===== src/rtl/brent_add_arbiter_pkg.sv =====
// Shared definitions for the round-robin arbiter in front of the shared Brent adder.
package brent_pkg;

    localparam int BRENT_N    = 32;
    localparam int BRENT_NREQ = 4;
    localparam int BRENT_IDW  = $clog2(BRENT_NREQ);

    typedef enum logic [1:0] {
        IDLE = 2'd0,
        CALC = 2'd1,
        HOLD = 2'd2
    } state_t;

    function automatic int next_idx(input int idx, input int nreq);
        return (idx + 1) % nreq;
    endfunction

endpackage


===== src/rtl/brent_add_arbiter_if.sv =====
// Requester and response bus of the adder arbiter; master = clients, slave = arbiter.
interface brent_add_arbiter_if
    import brent_pkg::*;
#(
    parameter int N    = BRENT_N,
    parameter int NREQ = BRENT_NREQ,
    parameter int IDW  = BRENT_IDW
);

    logic [NREQ-1:0]   req_valid;
    logic [NREQ-1:0]   req_ready;
    logic [NREQ*N-1:0] req_a;
    logic [NREQ*N-1:0] req_b;
    logic [NREQ-1:0]   req_cin;
    logic              rsp_valid;
    logic              rsp_ready;
    logic [N:0]        rsp_sum;
    logic [IDW-1:0]    rsp_id;

    modport master (
        output req_valid, req_a, req_b, req_cin, rsp_ready,
        input  req_ready, rsp_valid, rsp_sum, rsp_id
    );

    modport slave (
        input  req_valid, req_a, req_b, req_cin, rsp_ready,
        output req_ready, rsp_valid, rsp_sum, rsp_id
    );

endinterface


===== src/rtl/brent_add_arbiter_adder.sv =====
// Combinational Brent-Kung prefix adder: sum = a + b + cin, carry-out in sum[N].
module brent_add_arbiter_adder #(
    parameter int N = 32
) (
    input  logic [N-1:0] a,
    input  logic [N-1:0] b,
    input  logic         cin,
    output logic [N:0]   sum
);

    // Down-sweep starts one level below the root of the up-sweep tree.
    localparam int TOP = (1 << $clog2(N)) / 4;

    logic [N-1:0] p_bit;
    logic [N-1:0] gg;
    logic [N-1:0] pp;

    always_comb begin
        p_bit = a ^ b;
        gg    = a & b;
        pp    = p_bit;
        gg[0] = gg[0] | (pp[0] & cin);
        for (int d = 1; d < N; d = d * 2) begin
            for (int i = 2 * d - 1; i < N; i = i + 2 * d) begin
                gg[i] = gg[i] | (pp[i] & gg[i-d]);
                pp[i] = pp[i] & pp[i-d];
            end
        end
        for (int d = TOP; d >= 1; d = d / 2) begin
            for (int i = 3 * d - 1; i < N; i = i + 2 * d) begin
                gg[i] = gg[i] | (pp[i] & gg[i-d]);
                pp[i] = pp[i] & pp[i-d];
            end
        end
        sum = {gg[N-1], p_bit ^ {gg[N-2:0], cin}};
    end

endmodule


===== src/rtl/brent_add_arbiter.sv =====
// Round-robin front end sharing one Brent adder among NREQ requesters.
//   state | meaning
//   IDLE  | scanning requests from rr_ptr, grant latches operands
//   CALC  | operand regs drive adder, result captured at end of cycle
//   HOLD  | result offered until consumer accepts it
module brent_add_arbiter
    import brent_pkg::*;
#(
    parameter int N    = BRENT_N,
    parameter int NREQ = BRENT_NREQ,
    parameter int IDW  = BRENT_IDW
) (
    input logic                clk,
    input logic                rst,
    brent_add_arbiter_if.slave bus
);

    state_t         state;
    state_t         next_state;
    logic [IDW-1:0] rr_ptr;
    logic [IDW-1:0] gnt_idx;
    logic           gnt_any;
    logic [N-1:0]   op_a;
    logic [N-1:0]   op_b;
    logic           op_cin;
    logic [IDW-1:0] op_id;
    logic [N:0]     add_sum;

    brent_add_arbiter_adder #(.N(N)) u_adder (
        .a   (op_a),
        .b   (op_b),
        .cin (op_cin),
        .sum (add_sum)
    );

    always_comb begin
        gnt_any = 1'b0;
        gnt_idx = '0;
        for (int k = 0; k < NREQ; k++) begin
            if (!gnt_any && bus.req_valid[(int'(rr_ptr) + k) % NREQ]) begin
                gnt_any = 1'b1;
                gnt_idx = IDW'((int'(rr_ptr) + k) % NREQ);
            end
        end
    end

    always_ff @(posedge clk) begin
        if (rst) begin
            state <= IDLE;
        end else begin
            state <= next_state;
        end
    end

    always_comb begin
        next_state    = state;
        bus.req_ready = '0;
        unique case (state)
            IDLE: begin
                if (gnt_any) begin
                    bus.req_ready = NREQ'(1'b1) << gnt_idx;
                    next_state    = CALC;
                end
            end
            CALC: next_state = HOLD;
            HOLD: begin
                if (bus.rsp_ready) begin
                    next_state = IDLE;
                end
            end
            default: next_state = IDLE;
        endcase
    end

    always_ff @(posedge clk) begin
        if (rst) begin
            rr_ptr        <= '0;
            op_a          <= '0;
            op_b          <= '0;
            op_cin        <= 1'b0;
            op_id         <= '0;
            bus.rsp_valid <= 1'b0;
            bus.rsp_sum   <= '0;
            bus.rsp_id    <= '0;
        end else begin
            unique case (state)
                IDLE: begin
                    if (gnt_any) begin
                        op_a   <= bus.req_a[gnt_idx*N +: N];
                        op_b   <= bus.req_b[gnt_idx*N +: N];
                        op_cin <= bus.req_cin[gnt_idx];
                        op_id  <= gnt_idx;
                    end
                end
                CALC: begin
                    bus.rsp_sum   <= add_sum;
                    bus.rsp_id    <= op_id;
                    bus.rsp_valid <= 1'b1;
                end
                HOLD: begin
                    // Pointer only advances once the result is consumed.
                    if (bus.rsp_ready) begin
                        bus.rsp_valid <= 1'b0;
                        rr_ptr        <= IDW'(next_idx(int'(op_id), NREQ));
                    end
                end
                default: ;
            endcase
        end
    end

endmodule


===== src/flat_wrapper.sv =====
// flat-port wrapper written by rule: the top's interface ports become plain ports
module brent_add_arbiter_flat import brent_pkg::*;
#(
    parameter int N    = BRENT_N,
    parameter int NREQ = BRENT_NREQ,
    parameter int IDW  = BRENT_IDW
)
  (clk, rst, bus_req_valid, bus_req_a, bus_req_b, bus_req_cin, bus_rsp_ready, bus_req_ready, bus_rsp_valid, bus_rsp_sum, bus_rsp_id);
  brent_add_arbiter_if #(.N(N), .NREQ(NREQ), .IDW(IDW)) bus_i ();
  input logic clk;
  input logic rst;
  input wire logic [$bits(bus_i.req_valid)-1:0] bus_req_valid;
  input wire logic [$bits(bus_i.req_a)-1:0] bus_req_a;
  input wire logic [$bits(bus_i.req_b)-1:0] bus_req_b;
  input wire logic [$bits(bus_i.req_cin)-1:0] bus_req_cin;
  input wire logic [$bits(bus_i.rsp_ready)-1:0] bus_rsp_ready;
  output wire logic [$bits(bus_i.req_ready)-1:0] bus_req_ready;
  output wire logic [$bits(bus_i.rsp_valid)-1:0] bus_rsp_valid;
  output wire logic [$bits(bus_i.rsp_sum)-1:0] bus_rsp_sum;
  output wire logic [$bits(bus_i.rsp_id)-1:0] bus_rsp_id;
  assign bus_i.req_valid = bus_req_valid;
  assign bus_i.req_a = bus_req_a;
  assign bus_i.req_b = bus_req_b;
  assign bus_i.req_cin = bus_req_cin;
  assign bus_i.rsp_ready = bus_rsp_ready;
  assign bus_req_ready = bus_i.req_ready;
  assign bus_rsp_valid = bus_i.rsp_valid;
  assign bus_rsp_sum = bus_i.rsp_sum;
  assign bus_rsp_id = bus_i.rsp_id;
  brent_add_arbiter #(.N(N), .NREQ(NREQ), .IDW(IDW)) u_core (.clk(clk), .rst(rst), .bus(bus_i));
endmodule

===== config.mk =====
export PLATFORM = sky130hd
export DESIGN_NAME = brent_add_arbiter_flat
export DESIGN_NICKNAME = d
export VERILOG_FILES = /design/src/rtl/brent_add_arbiter_pkg.sv /design/src/rtl/brent_add_arbiter_if.sv /design/src/rtl/brent_add_arbiter_adder.sv /design/src/rtl/brent_add_arbiter.sv /design/src/flat_wrapper.sv
export SDC_FILE = /design/constraint.sdc
export NUM_CORES = 1
export LEC_CHECK = 0
export CORE_ASPECT_RATIO = 1.5
export CORE_MARGIN = 2
export CORE_UTILIZATION = 24
export DETAILED_ROUTE_END_ITERATION = 10
export HOLD_SLACK_MARGIN = 0.15
export PLACE_DENSITY = 0.59
export SETUP_SLACK_MARGIN = 0.05
export SLEW_MARGIN = 10
export SYNTH_ARGS = -nofsm -noshare
export SYNTH_HDL_FRONTEND = slang
export SYNTH_HIERARCHICAL = 1
export SYNTH_SLANG_ARGS = --single-unit

===== constraint.sdc =====
create_clock -name clk -period 3.3 [get_ports clk]
set_input_delay 0.99 -clock clk [delete_from_list [all_inputs] [get_ports clk]]
set_output_delay 0.99 -clock clk [all_outputs]
set_load 0.1 [all_outputs]

==> results.sh <==
export IMPL_status="finished clean"
export IMPL_fin_nets=1463
export IMPL_seq_area_frac_synth_pct=29.4
export IMPL_initial_utilization_pct=24.2
export IMPL_worstPathRequired_ns=2.31
export IMPL_hold_viol_final=0
export IMPL_drv_cap=0
export IMPL_reg2regPathDepth=13
export IMPL_leakage_nw=4.47
export IMPL_path_clk_slew_ns=0.07
export IMPL_worstMarginPinSlew_ns=0.948
export IMPL_cp_arrival_ns=2.26
export IMPL_grt_max_degree=66
export IMPL_cts_root_buf="clkbuf_16"
export IMPL_synth_nets=1180
export IMPL_fillers=3139
export IMPL_grt_antenna_before_repair=1
export IMPL_syn_to_final_growth_pct=53.4
export IMPL_power_density_nw_per_um2=405
export IMPL_dpl_cell_area_um2=10800
export IMPL_period_share_pct=98.6
export IMPL_routed_wl_mm=25.6
export IMPL_crit_path_max_incr_delay_ns=0.28
export IMPL_final_setup_skew_ns=0.0125
export IMPL_vdd_ir_drop_max_mv=0.235
export IMPL_first_pass_iters=4
export IMPL_setup_viol=0
export IMPL_track_usage_pct=16.1
export IMPL_wl_per_cell_um=16.5
export IMPL_drive_gt1_share_pct=10.7
export IMPL_fmax_ghz=0.307
export IMPL_ys_warn_count=6
export IMPL_cp_start_kind="input pin"
export IMPL_synth_xor_xnor_area_share_pct=1.93
export IMPL_r2r_end="u_core/bus.rsp_sum[26]"
export IMPL_cp_depth=7
export IMPL_coreArea_um2=30100
export IMPL_portBuffers=306
export IMPL_grt_overflow_total=0
export IMPL_clk_latency_ns=0.35
export IMPL_endpoint_kind="output port"
export IMPL_synth_top_family_by_area="compound AO/OA/AOI/OAI gates"
export IMPL_grt_setup_unrepaired="yes"
export IMPL_htree_levels=3
export IMPL_synth_edff_count=0
export IMPL_critPathMaxFanout=4
export IMPL_synth_area_per_cell_um2=8.40
export IMPL_first_global_vias=7463
export IMPL_reg2reg_setup_slack_ns=0.23
export IMPL_cpMaxStageDelayCell="and2b_4"
export IMPL_synth_top_cell_area_share_pct=29.4
export IMPL_synthSimpleGateAreaFrac_pct=18.0
export IMPL_postSynthCellCount=866
export IMPL_synth_top_cell_by_area="dfxtp_1"
export IMPL_synth_most_common_cell="nand2_1"
export IMPL_finalCriticalPeriod_ns=3.25
export IMPL_num_vias=7172
export IMPL_path_class="in2out"
export IMPL_grt_pass1_wl_mm=40.7
export IMPL_worstSetupStartpoint="bus_req_valid[1]"
export IMPL_synthTopCellsByCount="nand2_1, dfxtp_1, nor3b_1, o21a_1"
export IMPL_hpwlAfterDp_mm=20.1
export IMPL_cts_hold_fix_buffers=0
export IMPL_synthArstFlopShare_pct=0
export IMPL_synthFlopType="dfxtp_1"
export IMPL_die_w_um=146
export IMPL_numCtsBuffers=9
export IMPL_clkSinkCount=107
export IMPL_drv_slew=0
export IMPL_crit_end="bus_req_ready[0]"
export IMPL_slew_headroom_pct=36.6
export IMPL_syn_area_um2=7270
export IMPL_detail_route_antenna_nets=0
export IMPL_finish_utilization_pct=37.1
export IMPL_synth_distinct_cells=56
export IMPL_synth_compound_area_share_pct=25.5
export IMPL_synthAdderAreaFrac_pct=9.84
export IMPL_timing_rr_start="u_core/op_a[0]"
export IMPL_drc=0
export IMPL_io_pin_count=307
export IMPL_synth_seq_cells=107
export IMPL_dieArea_um2=31700
export IMPL_setup_tns_ns=0
export IMPL_design_area_um2=11200
export IMPL_rows=78
export IMPL_cp_cell_sequence="buf_2 > and2b_4 > nor3b_4 > or2_4 > buf_4 > nor3_4 > buf_12"
export IMPL_synth_area_top_cells="dfxtp_1, mux2i_1, nand2_1, nor3b_1, o21a_1"
export IMPL_synthMuxAreaShare_pct=8.94
export IMPL_crit_buf_inv=3
export IMPL_first_iter_violations=207
export IMPL_die_h_um=217
export IMPL_gp_congestion=0.836
export IMPL_crit_family="simple AND/OR/NAND/NOR gates"
export IMPL_cts_tree="built"
export IMPL_viasPerCell=4.61
export IMPL_hold_ws_ns=0.456
export IMPL_worstHoldPathType="reg2reg"
export IMPL_ctsLongestPathBuffers=2
[cell type report]
type                    count  area (um2)  area share (%)
multi-input cells         663        4770            42.7
repair buffers            340        3330            29.9
flip-flops and latches    107        2140            19.2
well taps                 400         500            4.48
clock buffers               9         225            2.02
inverters                  28         105           0.942
clock inverters             7        82.6           0.740
diodes                      1        2.50          0.0224
[state kept, by name (all words and copies together) (netlist names)]
| register | count |
|---|---|
| u_core/rr_ptr | 2 |
| u_core/state | 2 |
| u_core/bus.rsp_valid | 1 |
| u_core/op_a | 32 |
| u_core/op_id | 2 |
| u_core/bus.rsp_sum | 33 |
| u_core/bus.rsp_id | 2 |
| u_core/op_b | 32 |
| u_core/op_cin | 1 |
[logic make-up after synthesis]
family,count (synthesis)
buffers and inverters,96
muxes,65
and+or+nand+nor,251
AOI/OAI and AO/OA,284
xor gates and xnor gates,16
DFF,107
adders and majority gates,47
[worst min path at each step]
stage | start | to | slack [ns] | depth (start not counted)
3_3_place_gp | u_core/bus.rsp_sum[6] | u_core/bus.rsp_sum[6] | 0.44 | 2
4_1_cts | u_core/bus.rsp_sum[11] | u_core/bus.rsp_sum[11] | 0.46 | 2
6_report | u_core/bus.rsp_sum[30] | u_core/bus.rsp_sum[30] | 0.46 | 2
3_5_place_dp | u_core/bus.rsp_sum[11] | u_core/bus.rsp_sum[11] | 0.45 | 2
2_1_floorplan | u_core/op_a[0] | u_core/op_a[0] | 0.44 | 2
5_1_grt | u_core/bus.rsp_sum[10] | u_core/bus.rsp_sum[10] | 0.48 | 2
[layer usage]
layer | up-vias | track usage (%) | wire [um]
met5 | - | 0 | 0
met4 | 0 | 5.44 | 719
met3 | 31 | 2.54 | 1020
met2 | 176 | 31.6 | 14100
met1 | 3311 | 17.2 | 9820
li1 | 3654 | - | -
[report_power, final]
part	internal (mW)	switching, mW	total, mW	leakage [nW]
logic	0.793	1.01	1.80	3.44
registers	1.46	0.127	1.58	0.879
clock network	0.605	0.534	1.14	0.150
[cells in the final DEF (no fill, tap or decap), drive strengths merged, types with 6 or more instances in the layout]
| cell type | instances |
|---|---|
| nand2 | 149 |
| a21oi | 53 |
| xnor2 | 6 |
| o211ai | 65 |
| o21ai | 75 |
| nor2 | 10 |
| fa | 17 |
| buf | 78 |
| nor3b | 67 |
| clkdlybuf4s50 | 261 |
| xor2 | 10 |
| clkbuf | 10 |
| inv | 32 |
| dfxtp | 107 |
| o21a | 66 |
| mux2i | 65 |
| ha | 30 |
[worst register-to-register path: stages (launching register included)]
cell and delay (ns):
dfxtp_1 0.33, inv_1 0.07, fa_1 0.41, inv_1 0.07, fa_2 0.25, a211oi_2 0.09
o21ai_2 0.21, o2111ai_2 0.21, o22ai_2 0.36, a21boi_1 0.15, o21bai_1 0.22, fa_1 0.44
nand2_1 0.07, a21oi_1 0.06
[through the flow]
stage	power [mW]	std cells	setup slack, ns
2_1_floorplan	2.74	866	-0.182
3_3_place_gp	3.40	1534	-0.363
3_5_place_dp	3.42	1534	-0.421
4_1_cts	4.59	1553	0.0536
5_1_grt	4.81	1555	0.0207
6_report	4.52	1555	0.0464
[timing repair]
item,in CTS,in global routing
pin swaps,8,5
setup buffers,3,1
setup endpoints to repair,4,12
resized for setup,15,8
Note: power is estimated with default switching activity, not from simulation.
